## config.mk

```make
export PLATFORM = sky130hd
export DESIGN_NAME = div_seq
export DESIGN_NICKNAME = d
export VERILOG_FILES = /design/src/rtl/div_seq_pkg.sv /design/src/rtl/div_seq_step.sv /design/src/rtl/div_seq.sv
export SDC_FILE = /design/constraint.sdc
export NUM_CORES = 1
export LEC_CHECK = 0
export CAP_MARGIN = 15
export CORE_AREA = 2 2 192 194
export DETAILED_ROUTE_END_ITERATION = 10
export DIE_AREA = 0 0 194 196
export SYNTH_ARGS = -nofsm -noshare
export SYNTH_HDL_FRONTEND = slang
export SYNTH_SLANG_ARGS = --single-unit
```

## constraint.sdc

```tcl
create_clock -name clk -period 3.7 [get_ports clk]
set_clock_uncertainty 0.15 [all_clocks]
set_input_delay 0.925 -clock clk [delete_from_list [all_inputs] [get_ports clk]]
set_output_delay 0.925 -clock clk [all_outputs]
set_load 0.005 [all_outputs]
```

## src/rtl/div_seq_pkg.sv

```systemverilog
// Shared definitions for the sequential divider.
// - DivWidth : default operand/result width
// - div_state_e : 3-bit FSM state encoding used by div_seq
package div_seq_pkg;

    localparam int unsigned DivWidth = 32;

    typedef enum logic [2:0] {
        StIdle  = 3'd0,
        StSetup = 3'd1,
        StIter  = 3'd2,
        StFix   = 3'd3,
        StDone  = 3'd4
    } div_state_e;

endpackage

```

## src/rtl/div_seq_step.sv

```systemverilog
// One restoring-division step. This block is purely combinational.
// Ports:
//   rem_i     partial remainder (always < divisor_i between steps)
//   quo_i     dividend bits still to shift in, with quotient bits filling from bit 0
//   divisor_i divisor magnitude
//   rem_o     next partial remainder
//   quo_o     next dividend/quotient word
module div_seq_step
    import div_seq_pkg::*;
#(
    parameter int unsigned WIDTH = DivWidth
) (
    input  logic [WIDTH-1:0] rem_i,
    input  logic [WIDTH-1:0] quo_i,
    input  logic [WIDTH-1:0] divisor_i,
    output logic [WIDTH-1:0] rem_o,
    output logic [WIDTH-1:0] quo_o
);

    // The shifted remainder needs one extra bit; the difference always fits in WIDTH bits.
    logic [WIDTH:0] rem_sh;
    logic           ge;

    always_comb begin
        rem_sh = {rem_i, quo_i[WIDTH-1]};
        ge     = (rem_sh >= {1'b0, divisor_i});
        rem_o  = ge ? (rem_sh[WIDTH-1:0] - divisor_i) : rem_sh[WIDTH-1:0];
        quo_o  = {quo_i[WIDTH-2:0], ge};
    end

endmodule

```

## src/rtl/div_seq.sv

```systemverilog
// Sequential signed divider, responder side of the div start/done handshake.
// Quotient truncates toward zero; remainder takes the sign of the dividend.
// Ports:
//   clk       rising-edge clock
//   reset     asynchronous active-low reset
//   div_ctrl  start request, sampled only while idle
//   a_in      dividend (two's complement)
//   b_in      divisor (two's complement)
//   hi_out    remainder, updated only when a division completes normally
//   lo_out    quotient, updated only when a division completes normally
//   div_end   one-cycle completion pulse
//   div_zero  divisor was zero; only ever high together with div_end
//   busy      high from the cycle after start until div_end falls
module div_seq
    import div_seq_pkg::*;
#(
    parameter int unsigned WIDTH = DivWidth
) (
    input  logic             clk,
    input  logic             reset,
    input  logic             div_ctrl,
    input  logic [WIDTH-1:0] a_in,
    input  logic [WIDTH-1:0] b_in,
    output logic [WIDTH-1:0] hi_out,
    output logic [WIDTH-1:0] lo_out,
    output logic             div_end,
    output logic             div_zero,
    output logic             busy
);

    localparam int unsigned CntW = $clog2(WIDTH);

    div_state_e       state_q;
    logic [WIDTH-1:0] a_q;
    logic [WIDTH-1:0] b_q;
    logic [WIDTH-1:0] bmag_q;
    logic [WIDTH-1:0] rem_q;
    logic [WIDTH-1:0] quo_q;
    logic             neg_quo_q;
    logic             neg_rem_q;
    logic [CntW-1:0]  count_q;

    logic [WIDTH-1:0] rem_next;
    logic [WIDTH-1:0] quo_next;

    div_seq_step #(
        .WIDTH(WIDTH)
    ) u_step (
        .rem_i    (rem_q),
        .quo_i    (quo_q),
        .divisor_i(bmag_q),
        .rem_o    (rem_next),
        .quo_o    (quo_next)
    );

    always_ff @(posedge clk or negedge reset) begin
        if (!reset) begin
            state_q   <= StIdle;
            a_q       <= '0;
            b_q       <= '0;
            bmag_q    <= '0;
            rem_q     <= '0;
            quo_q     <= '0;
            neg_quo_q <= 1'b0;
            neg_rem_q <= 1'b0;
            count_q   <= '0;
            hi_out    <= '0;
            lo_out    <= '0;
            div_end   <= 1'b0;
            div_zero  <= 1'b0;
            busy      <= 1'b0;
        end else begin
            unique case (state_q)
                StIdle: begin
                    if (div_ctrl) begin
                        a_q  <= a_in;
                        b_q  <= b_in;
                        busy <= 1'b1;
                        if (b_in == '0) begin
                            // Skip the iteration entirely; results keep their old values.
                            div_end  <= 1'b1;
                            div_zero <= 1'b1;
                            state_q  <= StDone;
                        end else begin
                            state_q <= StSetup;
                        end
                    end
                end
                StSetup: begin
                    quo_q     <= a_q[WIDTH-1] ? -a_q : a_q;
                    bmag_q    <= b_q[WIDTH-1] ? -b_q : b_q;
                    rem_q     <= '0;
                    neg_quo_q <= a_q[WIDTH-1] ^ b_q[WIDTH-1];
                    neg_rem_q <= a_q[WIDTH-1];
                    count_q   <= CntW'(WIDTH - 1);
                    state_q   <= StIter;
                end
                StIter: begin
                    rem_q <= rem_next;
                    quo_q <= quo_next;
                    if (count_q == '0) begin
                        state_q <= StFix;
                    end else begin
                        count_q <= count_q - CntW'(1);
                    end
                end
                StFix: begin
                    // -2^31 / -1 wraps back to 0x80000000 naturally here.
                    lo_out  <= neg_quo_q ? -quo_q : quo_q;
                    hi_out  <= neg_rem_q ? -rem_q : rem_q;
                    div_end <= 1'b1;
                    state_q <= StDone;
                end
                StDone: begin
                    div_end  <= 1'b0;
                    div_zero <= 1'b0;
                    busy     <= 1'b0;
                    state_q  <= StIdle;
                end
                default: begin
                    state_q <= StIdle;
                end
            endcase
        end
    end

endmodule

```

## After elaboration in Yosys (flattened, before gate mapping)

Cells that the tools add are included.
W data, S select, Z words.

- Logic and storage cells: 61
- Output and inout bits: 67
- Bits of input ports: 67
- Flip-flop bits (word level): 237

- Bitwise operators: 1
- Mux-type cells: 19
- Order comparisons: 1
- Reduce and logical (&&, ||, !) cells: 12
- Equal/unequal tests: 8
- $add $sub $neg: 6

Operators with widths:

| kind | count |
|---|---|
| $mux W32 | 5 |
| $neg A32 Y32 | 4 |
| $pmux W32 S2 | 2 |
| $ge A33 B32 Y1 | 1 |
| $logic_not A32 Y1 | 1 |
| $sub A32 B32 Y32 | 1 |
| $pmux W3 S4 | 1 |
| $pmux W5 S2 | 1 |
| $mux W3 | 3 |
| $ne A2 B2 Y1 const B | 4 |
| $reduce_and A2 Y1 | 4 |
| $eq A3 B2 Y1 const B | 2 |
| $reduce_and A3 Y1 | 2 |
| $logic_not A5 Y1 | 1 |
| $mux W5 | 1 |
| $sub A5 B1 Y5 const B | 1 |
| $pmux W1 S2 | 2 |
| $reduce_bool A2 Y1 | 2 |
| $eq A3 B1 Y1 const B | 1 |
| $eq A3 B3 Y1 const B | 1 |
| $logic_not A3 Y1 | 1 |
| $mux W1 | 3 |
| $pmux W1 S3 | 1 |
| $reduce_bool A3 Y1 | 1 |
| $xor A1 B1 Y1 | 1 |

## Logic depth before layout (Yosys ltp)

Gate-level depths: netlist (run 1).

- Depth in word-level cells: 4
- Mapped depth: 13
- Depth with buffers taken out: 12

## By module

A second synthesis (run 1) with hierarchy kept.

- Cells, all modules: 1503
- Area, all modules: 14272.4 um2

Modules (own cells, without submodules):

| module | cells an instance | area each (um2) | seq. area each (um2) | times used |
|---|---|---|---|---|
| div_seq | 1148 | 11701.2 | 5930.7 | 1 |
| div_seq_step | 355 | 2571.2 | 0.0 | 1 |

## Worst setup path after synthesis (run 1)

No wires, ideal clock.

- Path kind: reg2reg
- Start point: register quo_q[31]
- End point: register rem_q[20]
- Arrival time: 2.610 ns
- Data required time: 3.420 ns
- Stages on the path, launching flop included: 13
- Period minus slack after synthesis: 2.890 ns
- Library setup time: 0.130 ns
- Buffers on the path: 0
- Setup slack: 0.810 ns
- Cells stage by stage: dfrtp_1 -> inv_1 -> ha_1 -> inv_1 -> fa_1 -> a21o_1 -> a221oi_1 -> or4b_2 -> a31oi_1 -> a311oi_1 -> a21o_1 -> xor2_1 -> o21ai_0

- Word-level cells in the longest chain between the ends: 3
- Elaborated cells on any way between the ends: 4
- Those cells by class: add/sub: 1; order compare: 1; mux: 2

Ends and longest elaborated chain:

| what | RTL line | RTL |
|---|---|---|
| start, declared | div_seq.sv:38 | `logic [WIDTH-1:0] quo_q;` |
| start signal, assigned | div_seq.sv:90 | `quo_q <= a_q[WIDTH-1] ? -a_q : a_q;` |
| start signal, assigned | div_seq.sv:100 | `quo_q <= quo_next;` |
| $sub A32 B32 Y32 or $ge A33 B32 Y1 (tied branches) | div_seq_step.sv:27, div_seq_step.sv:26 |  |
| $mux W32 (*) | div_seq_step.sv:27 | `rem_o = ge ? (rem_sh[WIDTH-1:0] - divisor_i) : rem_sh[WIDTH-1:0];` |
| $pmux W32 S2 (*) | div_seq.sv:73 | `unique case (state_q)` |
| end signal, assigned | div_seq.sv:99 | `rem_q <= rem_next;` |
| end, declared | div_seq.sv:37 | `logic [WIDTH-1:0] rem_q;` |

Every way passes the cells marked *; elsewhere a longest branch is shown, timed or not.
A chain may end at the register's enable or synchronous reset.

## Final worst setup path (run 1)

- Start point: register quo_q[31]
- End point: register rem_q[30]

The elaborated chain is that of the path after synthesis.

==> results of run 1 <==
power by group through the flow:
stage	combinational (mW)	clock (mW)	sequential, mW
2_1_floorplan	6.23	0	4.73
3_3_place_gp	8.51	0	5.17
3_5_place_dp	8.57	0	5.24
4_1_cts	8.60	2.93	5.19
5_1_grt	9.59	3.05	5.42
6_report	8.56	2.85	5.19
synthesized netlist by cell type, drive strengths merged (11+ instances only):
cell    count  area share [%]
a21o       11            0.61
a21oi      45             1.7
a22oi      29             1.6
clkbuf     64             1.8
dfrtp     237              44
ha         38             3.5
inv        56             1.6
mux2       60             5.0
mux2i      24             1.8
nand2     195             5.4
nand2b     11            0.56
nand4      14            0.65
nor2       42             1.2
nor3       18            0.79
nor4       17            0.79
o21ai     218             8.1
o31ai      31             2.0
o41ai      18             1.3
or3        21             1.2
or4        15            0.94
xnor2      35             2.3
xor2      113             7.3
per-layer routing:
| metal | up-vias | GRT usage (%) | part of all wire, % |
|---|---|---|---|
| met4 | 0 | 3.311 | 1.6 |
| li1 | 5349 | - | - |
| met1 | 5037 | 29.17 | 53 |
| met5 | - | 0 | 0 |
| met2 | 244 | 25.93 | 41 |
| met3 | 34 | 2.063 | 4.3 |
final timing paths:
| path | endpoint | slack [ps] |
|---|---|---|
| setup / recovery | rem_q[30]$_DFFE_PN0P_ | 400 |
| hold / removal | b_q[8]$_DFFE_PN0P_ | 220 |
| setup reg to reg | rem_q[30]$_DFFE_PN0P_ | 400 |
| hold reg to reg | hi_out[31]$_DFFE_PN0P_ | 330 |
| max in group asynchronous | lo_out[17]$_DFFE_PN0P_ | 2350 |
| min in group clk | hi_out[31]$_DFFE_PN0P_ | 330 |
final cells by class:
class / count / area, um2 / area share (%)
multi-input combinational: 1056 / 7117 / 43.42
timing repair buffer: 159 / 1594 / 9.725
inverter: 56 / 210.2 / 1.282
sequential: 237 / 5931 / 36.18
tap: 468 / 585.6 / 3.573
clock buffer: 36 / 749.5 / 4.573
clock inverter: 13 / 203.9 / 1.244
worst max-delay path: stages (launching register included):
cell,delay (ps)
dfrtp_1,380
inv_1,160
ha_1,200
inv_1,50
fa_1,400
a21o_1,210
a221o_1,330
o2bb2ai_1,200
o21ai_0,310
o21ai_0,200
a311oi_1,350
xor2_1,160
o21ai_0,90
registers in the layout (all words and copies together) (netlist names):
signal / flops
count_q: 5
neg_quo_q: 1
a_q: 32
state_q: 3
hi_out: 32
div_zero: 1
rem_q: 32
lo_out: 32
bmag_q: 32
b_q: 32
neg_rem_q: 1
quo_q: 32
div_end: 1
busy: 1
placed cells by master, fill, tap and decap left out, types with 8 or more instances in the layout:
cell type / synthesis / routed
a21o_1: 11 / 11
o21ai_0: 207 / 207
dfrtp_1: 237 / 237
a21oi_1: 44 / 44
xnor2_1: 35 / 35
nand2b_1: 10 / 10
xor2_1: 113 / 113
o211ai_1: 9 / 9
and3_1: 8 / 8
o41ai_1: 16 / 16
nor3_1: 16 / 15
nor4_1: 17 / 17
o31ai_1: 28 / 28
clkdlybuf4s50_1: 0 / 132
inv_1: 56 / 56
ha_1: 38 / 38
clkbuf_16: 0 / 27
buf_4: 1 / 21
mux2i_1: 24 / 24
nor2_1: 40 / 38
nand4_1: 14 / 14
or4_1: 11 / 11
nand3_1: 9 / 9
mux2_2: 60 / 60
a22oi_1: 29 / 29
or3_1: 16 / 16
nand2_1: 195 / 194
o21ai_1: 11 / 11
nor2b_1: 9 / 9
cells by family (layout without fill, tap and decap cells):
family | after synthesis | count (layout) | share of synthesized area [%]
flip-flops | 237 | 237 | 43.84
AND/OR/NAND/NOR | 379 | 379 | 13.76
XOR/XNOR | 148 | 148 | 9.581
adder cells (fa/ha/maj) | 39 | 39 | 3.662
multiplexers | 84 | 84 | 6.770
buffers and inverters | 129 | 264 | 3.764
AO/OA/AOI/OAI | 406 | 406 | 18.63
per-stage QoR:
step           worst slack, ps  hold slack, ps  util [%]  total power [mW]  instances
6_report                 396.6           219.7     45.42             16.61       2025
5_1_grt                  152.2           291.4     45.42             18.06       2025
4_1_cts                  391.2           262.1     45.42             16.73       2025
3_5_place_dp             405.9           319.0     42.78             13.81       1976
3_3_place_gp             488.0           310.8     42.78             13.68       1976
2_1_floorplan            810.2           299.8         -             10.96       1422
==> reports/metrics.yaml, run 1 <==
hold_class: "in2async"
num_vias: 10660
syn_inst: 1422
htreeDepth: 1
antenna_cells: 0
rows: 70
firstDrtPassIters: 5
port_buffers: 133
path_class: "reg2reg"
dieArea_mm2: 0.03802
outcome: "finished, final reports clean"
post_cts_resized: 0
synth.avg_cell_area_um2: 9.514
hpwl_um: 25910
synth_edf_count: 0
final_area_mm2: 0.01639
die_w_um: 194
drc: 0
core_mm2: 0.03608
clock_path_buffers: 3
die_h_um: 196
tightest_slew_ps: 1073
drt-vias-per-instance: 5.266
share_comb_of_total_power_pct: 51.6
required_ps: 3950
gr-total-overflow: 0
max-cap-violations: 0
finalCritPeriodShare_pct: 89.28
final.setup.tns_ps: 0
ctsHoldBuffers: 0
slew_headroom_pct: 28.44
p_clk_share_pct: 17.2
reg2reg_depth: 12
layout-drive-gt1-share_pct: 10.28
clkLatencyLatePin_ps: 540
netlist_area_mm2: 0.01353
yosysWarnings: 0
end_kind: "flip-flop"
cts_sinks: 237
async_reset_ff_share_pct: 100.0
start_util_pct: 37.49
cts_root_buf: "clkbuf_16"
ys_seq_area_share_pct: 43.84
place_congestion: 0.9194
arrival_ps: 3560
syn_to_final_growth_pct: 21.15
timing.rr.start: "quo_q[31]$_DFFE_PN0P_"
drtAntennaViolNets: 0
post-route-min-period_ps: 3303
power_switching_mw: 7.148
num_io_pins: 134
p_leak_nw: 6.935
grt_pass1_wl_um: 56660
track_usage_pct: 18.09
finalMaxSlewViolations: 0
cts_buffers: 27
ir_drop_uv: 422.5
grt_max_degree: 129
synthFlopType: "dfrtp_1"
crit_path_start_kind: "flip-flop"
p_int_mw: 9.459
ys_seq_elements: 237
nets: 1643
drt_iter0_drc: 662
drt_wl_total_um: 34530
fmax_mhz: 302.7
switching_share_pct: 43.04
cts.clk_slew.worst_paths_ps: 60
grt_pass1_vias: 10250
crit_fanout: 3
wl_per_cell_um: 17.05
seq_power_share_pct: 31.3
startpoint: "quo_q[31]$_DFFE_PN0P_"
placed_area_mm2: 0.01544
rsz0062_at_grt: "no"
powerDensity_mw_per_mm2: 1013
antenna_found_initial: 0
setup_viol: 0
nFillCells: 3499
syn_nets: 1528
postCtsSetupBuffers: 0
finalHoldViolCount: 0
cts_tree: "done"
ys_types: 71
Power figures use the tool's default switching activity.
==> run 2: changes to the inputs <==
ABC_CLOCK_PERIOD_IN_PS = 3700   (was not set)
SLEW_MARGIN = 20   (was not set)
==> results of run 2 <==
Same layout as run 1: the final DEF is identical, and so are final timing and power.
==> run 3: changes to the inputs <==
CORE_AREA = 2 2 197 199   (was 2 2 192 194)
DIE_AREA = 0 0 199 201   (was 0 0 194 196)
SYNTH_HIERARCHICAL = 1   (was not set)
==> run 3 against run 2 <==
Sequential share of layout area down 1.6 points. Critical endpoint is now rem_q[22]$_DFFE_PN0N_. Highest routed layer is now met5. Hold slack lost 56 ps. Core utilization shrank 0.41 points. Clock power barely moved. Synthesized cell count increased by 5.7%. Total power up 3.1%. Combinational power rose by 6.7%. Sequential power shrank 1%. Global-route usage grew 0.93 points. Routed wire length increased by 8.7%. Cell count rose by 6.3%. Design area rose by 4.6%.
==> reports/metrics.yaml, run 3 <==
outcome: "finished, final reports clean"
endpoint: "rem_q[22]$_DFFE_PN0N_"
mostFrequentLayoutCell: "dfrtp_1"
final_cell_mix: "dfrtp_1 (237), nand2_1 (179), o21ai_0 (164)"
gr-total-overflow: 0  # unchanged
netlist_area_mm2: 0.01427  # +5.5%
yosys.area.top_type: "dfrtp_1"
port_buffers: 133  # unchanged
start_util_pct: 37.45  # -0.039 points
cts.clk_slew.worst_paths_ps: 60  # about the same
startpoint: "rem_q[10]$_DFFE_PN0N_"
finalHoldViolCount: 0  # unchanged
htreeDepth: 1  # unchanged
cts_sinks: 237  # unchanged
synth_top_area_share_pct: 41.55  # -2.3 points
post-route-util_pct: 45.01  # -0.41 points
synthFlopType: "dfrtp_1"
max-cap-violations: 0  # unchanged
hpwl_um: 28470  # +9.9%
tightest_slew_ps: 1056  # -17.63 ps
crit_fanout: 29  # +26
die_h_um: 201  # +2.6%
firstDrtPassIters: 5  # unchanged
grt_pass1_vias: 10930  # +6.7%
async_reset_ff_share_pct: 100.0  # unchanged
antenna_cells: 0  # unchanged
place_congestion: 0.8885  # -3.4%
timing.rr.start: "rem_q[10]$_DFFE_PN0N_"
yosysWarnings: 6  # +6
syn_to_final_growth_pct: 20.17
post-synth-top-count-cell: "dfrtp_1"
drt-vias-per-instance: 5.287  # +0.40%
path_class: "reg2reg"
fin_cells: 2152  # +6.3%
power_mw: 17.13  # +3.1%
setup_viol: 0  # unchanged
finalMaxSlewViolations: 0  # unchanged
end_kind: "flip-flop"
clkLatencyLatePin_ps: 560  # +20 ps
regToRegEndpoint: "rem_q[22]$_DFFE_PN0N_"
syn_inst: 1503  # +5.7%
drt_iter0_drc: 851  # +29%
drtAntennaViolNets: 0  # unchanged
cts_buffers: 28  # +3.7%
layout-drive-gt1-share_pct: 13.71  # +3.4 points
dieArea_mm2: 0.04000  # +5.2%
synth_edf_count: 0  # unchanged
ir_drop_uv: 451.6  # +6.9%
die_w_um: 199  # +2.6%
post-route-min-period_ps: 3405  # +101.7 ps
num_io_pins: 134  # unchanged
ys_seq_area_share_pct: 41.55  # -2.3 points
synth_common_cells: "dfrtp_1 (237), nand2_1 (179), o21ai_0 (164)"
crit_path_start_kind: "flip-flop"
placed_cells: 2101  # +6.3%
drc: 0  # unchanged
arrival_ps: 3700  # +140 ps
finalCritPeriodShare_pct: 92.03  # +2.7 points
final.setup.tns_ps: 0  # unchanged
cts_root_buf: "clkbuf_16"
required_ps: 3990  # +40 ps
hold_class: "in2async"
p_leak_nw: 7.252  # +4.6%
drt_wl_total_um: 37540  # +8.7%
track_usage_pct: 19.01  # +0.93 points
rows: 72  # +2.9%
wl_per_cell_um: 17.45  # +2.3%
powerDensity_mw_per_mm2: 998.7  # -1.4%
slew_headroom_pct: 29.61  # +1.2 points
rsz0062_at_grt: "no"
nets: 1718  # +4.6%
synthTopCellsByArea: "dfrtp_1 (42%), xor2_1 (6.3%), mux2_2 (6.2%)"
grt_max_degree: 67  # -48%
synth.avg_cell_area_um2: 9.496  # -0.19%
antenna_found_initial: 1  # +1
cts_tree: "done"
reg2reg_depth: 12  # unchanged
grt_pass1_wl_um: 61440  # +8.4%
reg2reg_slack_ps: 290  # -100 ps
syn_nets: 1608  # +5.2%
ys_types: 80  # +13%
clock_path_buffers: 3  # unchanged
num_vias: 11380  # +6.7%
ys_seq_elements: 237  # unchanged
fmax_mhz: 293.7  # -3.0%
core_mm2: 0.03811  # +5.6%
-- run 3: routing by layer --
metal  share of wire, %  global-route usage [%]  wire, um  up-vias
met5              0.029                       0        11        -
met4                1.5                   3.891       566        2
met3                4.2                   2.436      1583       43
met2                 41                   26.57     15280      207
met1                 54                   30.87     20110     5473
li1                   -                       -         -     5653
-- run 3: logic make-up (layout without fill, tap and decap cells) --
family / after synthesis / in the layout / share of synthesized area, %
adder cells (fa/ha/maj): 38 / 38 / 3.384
AND/OR/NAND/NOR: 433 / 433 / 15.20
flip-flops: 237 / 237 / 41.55
AO/OA/AOI/OAI: 395 / 395 / 18.16
XOR/XNOR: 128 / 128 / 7.855
buffers and inverters: 166 / 297 / 5.400
multiplexers: 106 / 106 / 8.442
-- run 3: what timing repair did --
| action | in CTS | in global routing |
|---|---|---|
| endpoints found under the setup margin | 20 | 28 |
| buffers inserted | 0 | 0 |
| hold buffers | 0 | 0 |
| gates resized for setup | 1 | 1 |
-- run 3: metrics by stage --
step | hold WS, ps | setup slack [ps] | area [um2]
after global routing | 202.8 | 87.90 | 17150
after detailed placement | 319.1 | -55.73 | 16170
final | 163.8 | 294.9 | 17150
after floorplan | 299.8 | 346.6 | 14270
after global placement | 312.5 | 27.94 | 16170
after CTS | 186.3 | 163.4 | 17150
-- run 3: how the worst min path moves through the flow --
stage	startpoint	end	cells after the start
6_report	reset	bmag_q[16]$_DFFE_PN0P_	1
5_1_grt	reset	bmag_q[20]$_DFFE_PN0P_	1
4_1_cts	reset	bmag_q[15]$_DFFE_PN0P_	1
3_5_place_dp	hi_out[20]$_DFFE_PN0N_	hi_out[20]$_DFFE_PN0N_	2
3_3_place_gp	lo_out[30]$_DFFE_PN0N_	lo_out[30]$_DFFE_PN0N_	2
2_1_floorplan	bmag_q[10]$_DFFE_PN0P_	bmag_q[10]$_DFFE_PN0P_	2
-- run 3: worst max-delay path, stage by stage, from the launching register on --
cell and delay (ps):
dfrtp_1 380, ha_1 310, buf_4 160, a21oi_1 220
a21oi_1 120, a31o_2 250, nor4b_4 350, o21ai_2 140
a31oi_4 230, o21a_4 210, inv_4 150, mux2_4 350
a22o_2 230
-- run 3: area by class of cell --
| type | count | area [um2] |
|---|---|---|
| clock buffer | 38 | 799.5 |
| clock inverter | 13 | 173.9 |
| fill | 3622 | 20960 |
| inverter | 57 | 216.5 |
| multi-input combinational | 1100 | 7601 |
| sequential | 237 | 5931 |
| tap | 518 | 648.1 |
| timing repair buffer | 189 | 1782 |
-- run 3: power by group --
part           switching (mW)  internal (mW)
logic                    4.77           4.36
clock network            1.10           1.78
registers                1.36           3.75
